### config.mk
export PLATFORM = sky130hd
export DESIGN_NAME = fetch_queue_unit_flat
export DESIGN_NICKNAME = d
export VERILOG_FILES = /design/src/rtl/fetch_queue_if.sv /design/src/rtl/fetch_queue_unit.sv /design/src/flat_wrapper.sv
export SDC_FILE = /design/constraint.sdc
export NUM_CORES = 2
export LEC_CHECK = 0
export CAP_MARGIN = 20
export CORE_MARGIN = 3
export CORE_UTILIZATION = 50
export CTS_CLUSTER_SIZE = 28
export DETAILED_ROUTE_END_ITERATION = 16
export DONT_BUFFER_PORTS = 1
export PLACE_DENSITY = 0.69
export SYNTH_ARGS = -nofsm -noshare
export SYNTH_HDL_FRONTEND = slang
export SYNTH_SLANG_ARGS = --single-unit
### constraint.sdc
create_clock -name clk -period 10.14 [get_ports clk]
set_clock_uncertainty 0.15 [all_clocks]
set_input_delay 1.014 -clock clk [delete_from_list [all_inputs] [get_ports clk]]
set_output_delay 1.014 -clock clk [all_outputs]
set_load 0.02 [all_outputs]
### src/rtl/fetch_queue_if.sv
// Fetch-queue bundle: loader write port, execute redirect, decode handshake and fault status.
// master drives stimulus/consumes instructions; slave is the fetch unit.
interface fetch_queue_if #(
    parameter int unsigned XLEN                = 32,
    parameter int unsigned PROGRAM_MEMORY_SIZE = 64,
    parameter int unsigned QUEUE_DEPTH         = 2
);
    localparam int unsigned AW = $clog2(PROGRAM_MEMORY_SIZE);
    localparam int unsigned CW = $clog2(QUEUE_DEPTH) + 1;

    logic            imem_we;
    logic [AW-1:0]   imem_waddr;
    logic [31:0]     imem_wdata;
    logic            redirect_valid;
    logic [XLEN-1:0] redirect_pc;
    logic            out_valid;
    logic            out_ready;
    logic [31:0]     out_instr;
    logic [XLEN-1:0] out_pc;
    logic [XLEN-1:0] out_pc_next;
    logic [CW-1:0]   queue_count;
    logic            fault;
    logic [XLEN-1:0] fault_pc;

    modport master (
        output imem_we, imem_waddr, imem_wdata, redirect_valid, redirect_pc, out_ready,
        input  out_valid, out_instr, out_pc, out_pc_next, queue_count, fault, fault_pc
    );

    modport slave (
        input  imem_we, imem_waddr, imem_wdata, redirect_valid, redirect_pc, out_ready,
        output out_valid, out_instr, out_pc, out_pc_next, queue_count, fault, fault_pc
    );
endinterface

### src/rtl/fetch_queue_unit.sv
// Instruction fetch stage: owns the PC, reads program memory, resolves JAL in fetch and
// buffers {pc, instr} pairs in a small FIFO toward decode.
module fetch_queue_unit #(
    parameter int unsigned     XLEN                = 32,
    parameter int unsigned     PROGRAM_MEMORY_SIZE = 64,
    parameter int unsigned     QUEUE_DEPTH         = 2,
    parameter logic [XLEN-1:0] RESET_PC            = '0
) (
    input logic          clk,
    input logic          reset,
    fetch_queue_if.slave bus
);
    localparam int unsigned AW     = $clog2(PROGRAM_MEMORY_SIZE);
    localparam int unsigned PW     = $clog2(QUEUE_DEPTH);
    localparam int unsigned CW     = PW + 1;
    localparam logic [6:0]  OP_JAL = 7'b1101111;

    logic [31:0]     mem     [PROGRAM_MEMORY_SIZE];
    logic [XLEN-1:0] q_pc    [QUEUE_DEPTH];
    logic [31:0]     q_instr [QUEUE_DEPTH];

    logic [XLEN-1:0] pc_q, pc_d;
    logic [PW-1:0]   rd_ptr_q, rd_ptr_d;
    logic [PW-1:0]   wr_ptr_q, wr_ptr_d;
    logic [CW-1:0]   count_q, count_d;
    logic            fault_q, fault_d;
    logic [XLEN-1:0] fault_pc_q, fault_pc_d;

    logic [XLEN-1:0] word_idx;
    logic            in_range;
    logic [31:0]     fetch_instr;
    logic [XLEN-1:0] jal_imm;
    logic [XLEN-1:0] next_pc;
    logic            out_valid;
    logic            pop;
    logic            has_space;
    logic            fetch_en;
    logic            push;
    logic            fetch_fault;
    logic            redirect_misaligned;

    // Combinational memory read; out-of-range reads return zero and raise a fault instead.
    assign word_idx    = pc_q >> 2;
    assign in_range    = word_idx < XLEN'(PROGRAM_MEMORY_SIZE);
    assign fetch_instr = in_range ? mem[word_idx[AW-1:0]] : 32'h0;

    assign jal_imm = {{(XLEN-20){fetch_instr[31]}}, fetch_instr[19:12], fetch_instr[20],
                      fetch_instr[30:21], 1'b0};
    assign next_pc = (fetch_instr[6:0] == OP_JAL) ? pc_q + jal_imm : pc_q + XLEN'(4);

    assign out_valid           = count_q != '0;
    assign pop                 = out_valid & bus.out_ready;
    assign has_space           = (count_q < CW'(QUEUE_DEPTH)) | pop;
    assign fetch_en            = ~fault_q & ~bus.redirect_valid & has_space;
    assign push                = fetch_en & in_range;
    assign fetch_fault         = fetch_en & ~in_range;
    assign redirect_misaligned = bus.redirect_pc[1:0] != 2'b00;

    always_comb begin
        pc_d       = pc_q;
        rd_ptr_d   = rd_ptr_q;
        wr_ptr_d   = wr_ptr_q;
        count_d    = count_q;
        fault_d    = fault_q;
        fault_pc_d = fault_pc_q;
        if (bus.redirect_valid) begin
            // Flush wins over any same-cycle pop; the queue simply empties.
            pc_d     = bus.redirect_pc;
            rd_ptr_d = '0;
            wr_ptr_d = '0;
            count_d  = '0;
            if (redirect_misaligned && !fault_q) begin
                fault_d    = 1'b1;
                fault_pc_d = bus.redirect_pc;
            end
        end else begin
            if (push) begin
                pc_d     = next_pc;
                wr_ptr_d = wr_ptr_q + PW'(1);
            end
            if (pop) begin
                rd_ptr_d = rd_ptr_q + PW'(1);
            end
            count_d = count_q + CW'(push) - CW'(pop);
            if (fetch_fault) begin
                fault_d    = 1'b1;
                fault_pc_d = pc_q;
            end
        end
    end

    always_ff @(posedge clk or negedge reset) begin
        if (!reset) begin
            pc_q       <= RESET_PC;
            rd_ptr_q   <= '0;
            wr_ptr_q   <= '0;
            count_q    <= '0;
            fault_q    <= 1'b0;
            fault_pc_q <= '0;
        end else begin
            pc_q       <= pc_d;
            rd_ptr_q   <= rd_ptr_d;
            wr_ptr_q   <= wr_ptr_d;
            count_q    <= count_d;
            fault_q    <= fault_d;
            fault_pc_q <= fault_pc_d;
        end
    end

    // Entry storage needs no reset: it is only visible through out_valid-gated outputs.
    always_ff @(posedge clk) begin
        if (push) begin
            q_pc[wr_ptr_q]    <= pc_q;
            q_instr[wr_ptr_q] <= fetch_instr;
        end
    end

    // Loader port; a same-cycle fetch of this word still sees the old contents.
    always_ff @(posedge clk) begin
        if (bus.imem_we && (32'(bus.imem_waddr) < 32'(PROGRAM_MEMORY_SIZE))) begin
            mem[bus.imem_waddr] <= bus.imem_wdata;
        end
    end

    assign bus.out_valid   = out_valid;
    assign bus.out_instr   = out_valid ? q_instr[rd_ptr_q] : 32'h0;
    assign bus.out_pc      = out_valid ? q_pc[rd_ptr_q] : '0;
    assign bus.out_pc_next = out_valid ? q_pc[rd_ptr_q] + XLEN'(4) : '0;
    assign bus.queue_count = count_q;
    assign bus.fault       = fault_q;
    assign bus.fault_pc    = fault_pc_q;
endmodule

### src/flat_wrapper.sv
// flat-port wrapper written by rule: the top's interface ports become plain ports
module fetch_queue_unit_flat 
#(
    parameter int unsigned     XLEN                = 32,
    parameter int unsigned     PROGRAM_MEMORY_SIZE = 64,
    parameter int unsigned     QUEUE_DEPTH         = 2,
    parameter logic [XLEN-1:0] RESET_PC            = '0
)
  (clk, reset, bus_imem_we, bus_imem_waddr, bus_imem_wdata, bus_redirect_valid, bus_redirect_pc, bus_out_ready, bus_out_valid, bus_out_instr, bus_out_pc, bus_out_pc_next, bus_queue_count, bus_fault, bus_fault_pc);
  fetch_queue_if #(.XLEN(XLEN), .PROGRAM_MEMORY_SIZE(PROGRAM_MEMORY_SIZE), .QUEUE_DEPTH(QUEUE_DEPTH)) bus_i ();
  input logic clk;
  input logic reset;
  input wire logic [$bits(bus_i.imem_we)-1:0] bus_imem_we;
  input wire logic [$bits(bus_i.imem_waddr)-1:0] bus_imem_waddr;
  input wire logic [$bits(bus_i.imem_wdata)-1:0] bus_imem_wdata;
  input wire logic [$bits(bus_i.redirect_valid)-1:0] bus_redirect_valid;
  input wire logic [$bits(bus_i.redirect_pc)-1:0] bus_redirect_pc;
  input wire logic [$bits(bus_i.out_ready)-1:0] bus_out_ready;
  output wire logic [$bits(bus_i.out_valid)-1:0] bus_out_valid;
  output wire logic [$bits(bus_i.out_instr)-1:0] bus_out_instr;
  output wire logic [$bits(bus_i.out_pc)-1:0] bus_out_pc;
  output wire logic [$bits(bus_i.out_pc_next)-1:0] bus_out_pc_next;
  output wire logic [$bits(bus_i.queue_count)-1:0] bus_queue_count;
  output wire logic [$bits(bus_i.fault)-1:0] bus_fault;
  output wire logic [$bits(bus_i.fault_pc)-1:0] bus_fault_pc;
  assign bus_i.imem_we = bus_imem_we;
  assign bus_i.imem_waddr = bus_imem_waddr;
  assign bus_i.imem_wdata = bus_imem_wdata;
  assign bus_i.redirect_valid = bus_redirect_valid;
  assign bus_i.redirect_pc = bus_redirect_pc;
  assign bus_i.out_ready = bus_out_ready;
  assign bus_out_valid = bus_i.out_valid;
  assign bus_out_instr = bus_i.out_instr;
  assign bus_out_pc = bus_i.out_pc;
  assign bus_out_pc_next = bus_i.out_pc_next;
  assign bus_queue_count = bus_i.queue_count;
  assign bus_fault = bus_i.fault;
  assign bus_fault_pc = bus_i.fault_pc;
  fetch_queue_unit #(.XLEN(XLEN), .PROGRAM_MEMORY_SIZE(PROGRAM_MEMORY_SIZE), .QUEUE_DEPTH(QUEUE_DEPTH), .RESET_PC(RESET_PC)) u_core (.clk(clk), .reset(reset), .bus(bus_i));
endmodule
==> impl_metrics.prom <==
# TYPE chip_impl_metric gauge
chip_impl_metric{name="max_freq",unit="MHz"} 150
chip_impl_metric{name="ir_worst_vdd",unit="V"} 0.000181
chip_impl_metric{name="fillCellCount",unit=""} 12630
chip_impl_metric{name="grt_max_degree",unit=""} 152
chip_impl_metric{name="postLayoutSetupSlackWorst",unit="ns"} 3.47
chip_impl_metric{name="place.gp.congestion",unit=""} 0.889
chip_impl_info{name="worst_setup_path_start_kind",value="flip-flop"} 1
chip_impl_metric{name="timing.critical_path.required",unit="ns"} 10.69
chip_impl_info{name="top_flip_flop_cell_by_instance_count_after_synthesis",value="sky130_fd_sc_hd__edfxtp_1"} 1
chip_impl_info{name="cts_tree",value="built"} 1
chip_impl_info{name="min_path_type",value="in2reg"} 1
chip_impl_metric{name="grt_antenna_before_repair",unit=""} 9
chip_impl_metric{name="crit_path_max_fanout",unit=""} 39
chip_impl_info{name="cts-root-buf",value="sky130_fd_sc_hd__clkbuf_16"} 1
chip_impl_metric{name="syn_area_per_cell",unit="µm²"} 21.6
chip_impl_metric{name="clk_transition_reported_paths",unit="ns"} 0.06
chip_impl_metric{name="final_design_area_no_fill",unit="µm²"} 98900
chip_impl_metric{name="critical_path.max_stage_delay",unit="ns"} 0.96
chip_impl_metric{name="cp_data_arrival_time",unit="ns"} 7.22
chip_impl_metric{name="grt_remaining_overflow",unit=""} 0
chip_impl_metric{name="finalCritPeriodShare",unit="%"} 65.8
chip_impl_metric{name="top_level_ports",unit=""} 207
chip_impl_metric{name="post-route-drc-count",unit=""} 0
chip_impl_metric{name="die_x",unit="µm"} 427
chip_impl_metric{name="holdBufCountCts",unit=""} 2
chip_impl_metric{name="max_cap_violations",unit=""} 0
chip_impl_metric{name="cts_resized",unit=""} 0
chip_impl_metric{name="die_area",unit="µm²"} 182000
chip_impl_metric{name="clkPwrFrac",unit="%"} 39.8
chip_impl_metric{name="power.static_leakage",unit="nW"} 30.8
chip_impl_metric{name="post-cts-setup-buffer-count",unit=""} 0
chip_impl_info{name="worst_hold_path.endpoint",value="u_core.mem[37][31]"} 1
chip_impl_info{name="timing.rr.start",value="u_core.pc_q[2]"} 1
chip_impl_metric{name="synth_sequential_area_ratio",unit="%"} 75.6
chip_impl_metric{name="synth_top_area_share",unit="%"} 73.7
chip_impl_metric{name="combinationalPowerShare",unit="%"} 7.9
chip_impl_metric{name="worst-slew-pin-transition",unit="ns"} 1.31
chip_impl_metric{name="reg2reg_depth",unit=""} 16
chip_impl_metric{name="initial_core_utilization",unit="%"} 50.6
chip_impl_metric{name="post_place_cell_area",unit="µm²"} 91900
chip_impl_metric{name="wl_per_cell",unit="µm"} 33.9
chip_impl_metric{name="finish.net_count",unit=""} 4324
chip_impl_metric{name="die_h",unit="µm"} 427
chip_impl_metric{name="grt_pass1_wl",unit="µm"} 323000
chip_impl_info{name="worstSetupEndpointType",value="flip-flop"} 1
chip_impl_metric{name="netlist_instances",unit=""} 4112
chip_impl_metric{name="maxSlewHeadroom",unit="%"} 12.3
chip_impl_metric{name="syn-cell-area",unit="µm²"} 88700
chip_impl_metric{name="hold-worst-slack",unit="ns"} 0.127
chip_impl_info{name="worst_path_most_repeated_cell",value="sky130_fd_sc_hd__mux4_2"} 1
chip_impl_metric{name="cts_made_buffers",unit=""} 215
chip_impl_metric{name="grt_use_total",unit="%"} 25.2
chip_impl_metric{name="hpwlAfterDp",unit="µm"} 127000
chip_impl_metric{name="yosysWarningCount",unit=""} 0
chip_impl_metric{name="wl_met1",unit="µm"} 86500
chip_impl_metric{name="cts.sinks",unit=""} 2245
chip_impl_metric{name="wirelength",unit="µm"} 228000
chip_impl_info{name="critical-path-slowest-cell",value="sky130_fd_sc_hd__dfrtp_4"} 1
chip_impl_metric{name="min_delay_path_depth",unit=""} 0
chip_impl_metric{name="wl_met2",unit="µm"} 111000
chip_impl_metric{name="ctsHtreeMaxLevel",unit=""} 4
chip_impl_info{name="timing.rr.end",value="u_core.pc_q[31]"} 1
chip_impl_info{name="route.top_layer_used",value="met5"} 1
chip_impl_metric{name="swShare",unit="%"} 22.2
chip_impl_metric{name="synth_cell_type_count",unit=""} 70
chip_impl_info{name="outcome",value="finished, final reports clean"} 1
chip_impl_metric{name="row_count",unit=""} 153
chip_impl_metric{name="first_pass_iteration_count_of_the_detailed_router",unit=""} 8
chip_impl_info{name="worstPathCellList",value="buf_4 -> mux4_2 -> mux4_2 -> mux4_2 -> and2_1 -> ha_1 -> fa_1 -> a21oi_1 -> nor2_1 -> nor4_1 -> nor2_1 -> o211ai_1 -> a31oi_1 -> mux2i_1 -> o21ai_0 -> a31oi_1"} 1
chip_impl_metric{name="clock_latency",unit="ns"} 0.84
chip_impl_metric{name="internal_power",unit="mW"} 15.5
chip_impl_metric{name="routed-wl-met3",unit="µm"} 22300
chip_impl_metric{name="avgViaCountPerCell",unit=""} 6.51
chip_impl_metric{name="setup_viol",unit=""} 0
chip_impl_metric{name="floorplan.core_area",unit="µm²"} 175000
chip_impl_metric{name="power_frac_seq",unit="%"} 52.2
chip_impl_metric{name="postSynthNetCount",unit=""} 4222
chip_impl_metric{name="seqCellArea",unit="µm²"} 67100
chip_impl_metric{name="post-place-ws",unit="ns"} 3.51
chip_impl_metric{name="detail-route-antenna-nets",unit=""} 0
chip_impl_metric{name="layout-drive-gt1-share",unit="%"} 25.5
chip_impl_info{name="synth_area_leader_cell",value="sky130_fd_sc_hd__edfxtp_1"} 1
chip_impl_metric{name="post_synth_edffs",unit=""} 2176
chip_impl_metric{name="rrSetupSlack",unit="ns"} 3.47
chip_impl_metric{name="placement.io_buffers",unit=""} 0
chip_impl_metric{name="final_cells",unit=""} 6720
chip_impl_metric{name="slew_viol_final",unit=""} 0
chip_impl_metric{name="grt_pass1_vias",unit=""} 42910
chip_impl_metric{name="dp.cells",unit=""} 6320
chip_impl_metric{name="fin_setup_tns",unit="ns"} 0
chip_impl_metric{name="timing.final.crit_period",unit="ns"} 6.67
chip_impl_info{name="netlist_top_cells_area",value="sky130_fd_sc_hd__edfxtp_1, sky130_fd_sc_hd__mux4_2, sky130_fd_sc_hd__dfrtp_1"} 1
chip_impl_info{name="hp-start",value="bus_imem_wdata[31]"} 1
chip_impl_info{name="synthMostInstantiatedCell",value="sky130_fd_sc_hd__edfxtp_1"} 1
chip_impl_metric{name="routed-via-count",unit=""} 43743
chip_impl_metric{name="switchingPower",unit="mW"} 4.42
chip_impl_metric{name="async_flop_share",unit="%"} 3.07
chip_impl_metric{name="powerDensity",unit="nW/µm²"} 201
chip_impl_metric{name="ys_seq_elements",unit=""} 2245
chip_impl_metric{name="clockBufferDepth",unit=""} 3
chip_impl_info{name="setup.worst_path.class",value="reg2reg"} 1
chip_impl_metric{name="final-hold-violation-count",unit=""} 0
chip_impl_metric{name="multi_input_gate_area",unit="µm²"} 21000
chip_impl_metric{name="area_growth_syn_to_layout",unit="%"} 11.5
chip_impl_info{name="rsz0062_at_grt",value="false"} 1
chip_impl_metric{name="detail_route.iter0.violations",unit=""} 5898
chip_impl_info{name="netlist_top_cells_count",value="sky130_fd_sc_hd__edfxtp_1, sky130_fd_sc_hd__mux4_2, sky130_fd_sc_hd__nor2_1"} 1
-- cell type report --
| cell class | count | share of cell area (%) |
|---|---|---|
| Antenna cell | 2 | 0.00506 |
| Clock buffer | 271 | 5.78 |
| Clock inverter | 125 | 1.24 |
| Inverter | 28 | 0.114 |
| Multi-Input combinational cell | 1625 | 21.2 |
| Sequential cell | 2245 | 67.8 |
| Tap cell | 2325 | 2.94 |
| Timing Repair Buffer | 99 | 0.888 |
-- cell usage in the layout, fill, tap and decap left out, drive strengths merged, types with 29 or more instances in the layout --
cell | netlist | layout
edfxtp | 2176 | 2176
mux4 | 629 | 629
clkbuf | 100 | 271
nor2 | 243 | 243
mux2i | 119 | 119
buf | 114 | 98
clkinv | 3 | 93
a21oi | 77 | 77
nand2 | 75 | 75
dfrtp | 69 | 69
o21ai | 57 | 57
nand3 | 41 | 41
nor3 | 35 | 35
xnor2 | 34 | 34
ha | 34 | 34
and2 | 31 | 31
inv | 25 | 29
-- critical path: cells and delay by family, from the launching register on --
family / cells / cell delay [ns]
DFF: 1 / 0.96
muxes: 4 / 1.80
adders and majority gates: 2 / 0.64
and+or+nand+nor: 4 / 1.23
buffers and inverters: 1 / 0.71
AOI/OAI and AO/OA: 5 / 0.99
-- power by group through the flow --
stage                     logic (mW)  registers (mW)  clock network [mW]
after detailed placement        1.58            10.6                   0
after global placement          1.57            10.6                   0
after floorplan                 1.17            10.5                   0
after CTS                       1.59            10.4                8.02
after global routing            1.67            10.4                8.38
final                           1.57            10.4                7.92
-- kinds of logic after synthesis --
logic type	Yosys count	synth area share, %
flops	2245	75.6
mux	759	17.5
simple gates	529	2.80
buf+inv	242	1.30
compound gates	240	1.69
xor+xnor	62	0.612
fa+ha+maj	35	0.502
-- per-stage QoR --
step	utilization (%)	power, mW
finish	56.5	19.9
floorplan	-	11.7
global route	56.5	20.4
detailed placement	52.5	12.2
CTS	56.5	20.0
global placement	52.5	12.1
-- worst max-delay path by stage --
| stage | from | end | depth (start not counted) |
|---|---|---|---|
| global route | u_core.pc_q[2] | u_core.pc_q[31] | 16 |
| global placement | u_core.pc_q[2] | u_core.pc_q[31] | 16 |
| CTS | u_core.pc_q[2] | u_core.pc_q[31] | 16 |
| finish | u_core.pc_q[2] | u_core.pc_q[31] | 16 |
| floorplan | u_core.pc_q[18] | u_core.q_instr[0][0] | 8 |
| detailed placement | u_core.pc_q[2] | u_core.pc_q[31] | 16 |
-- metal layers --
layer  up-vias  global-route usage, %
met3       406                   5.26
li1      17427                      -
met2      2298                   40.3
met4         4                   8.27
met1     23608                   35.0
met5         -                      0
-- sequential cells by signal, summed over array words and instances (netlist names) --
signal and flops:
u_core.bus.fault_pc 32, u_core.pc_q 32, u_core.q_pc 64, u_core.rd_ptr_q 1, u_core.mem 2048, u_core.bus.queue_count 2, u_core.wr_ptr_q 1, u_core.q_instr 64
u_core.bus.fault 1
No activity file was read; power rests on OpenSTA's default activity.
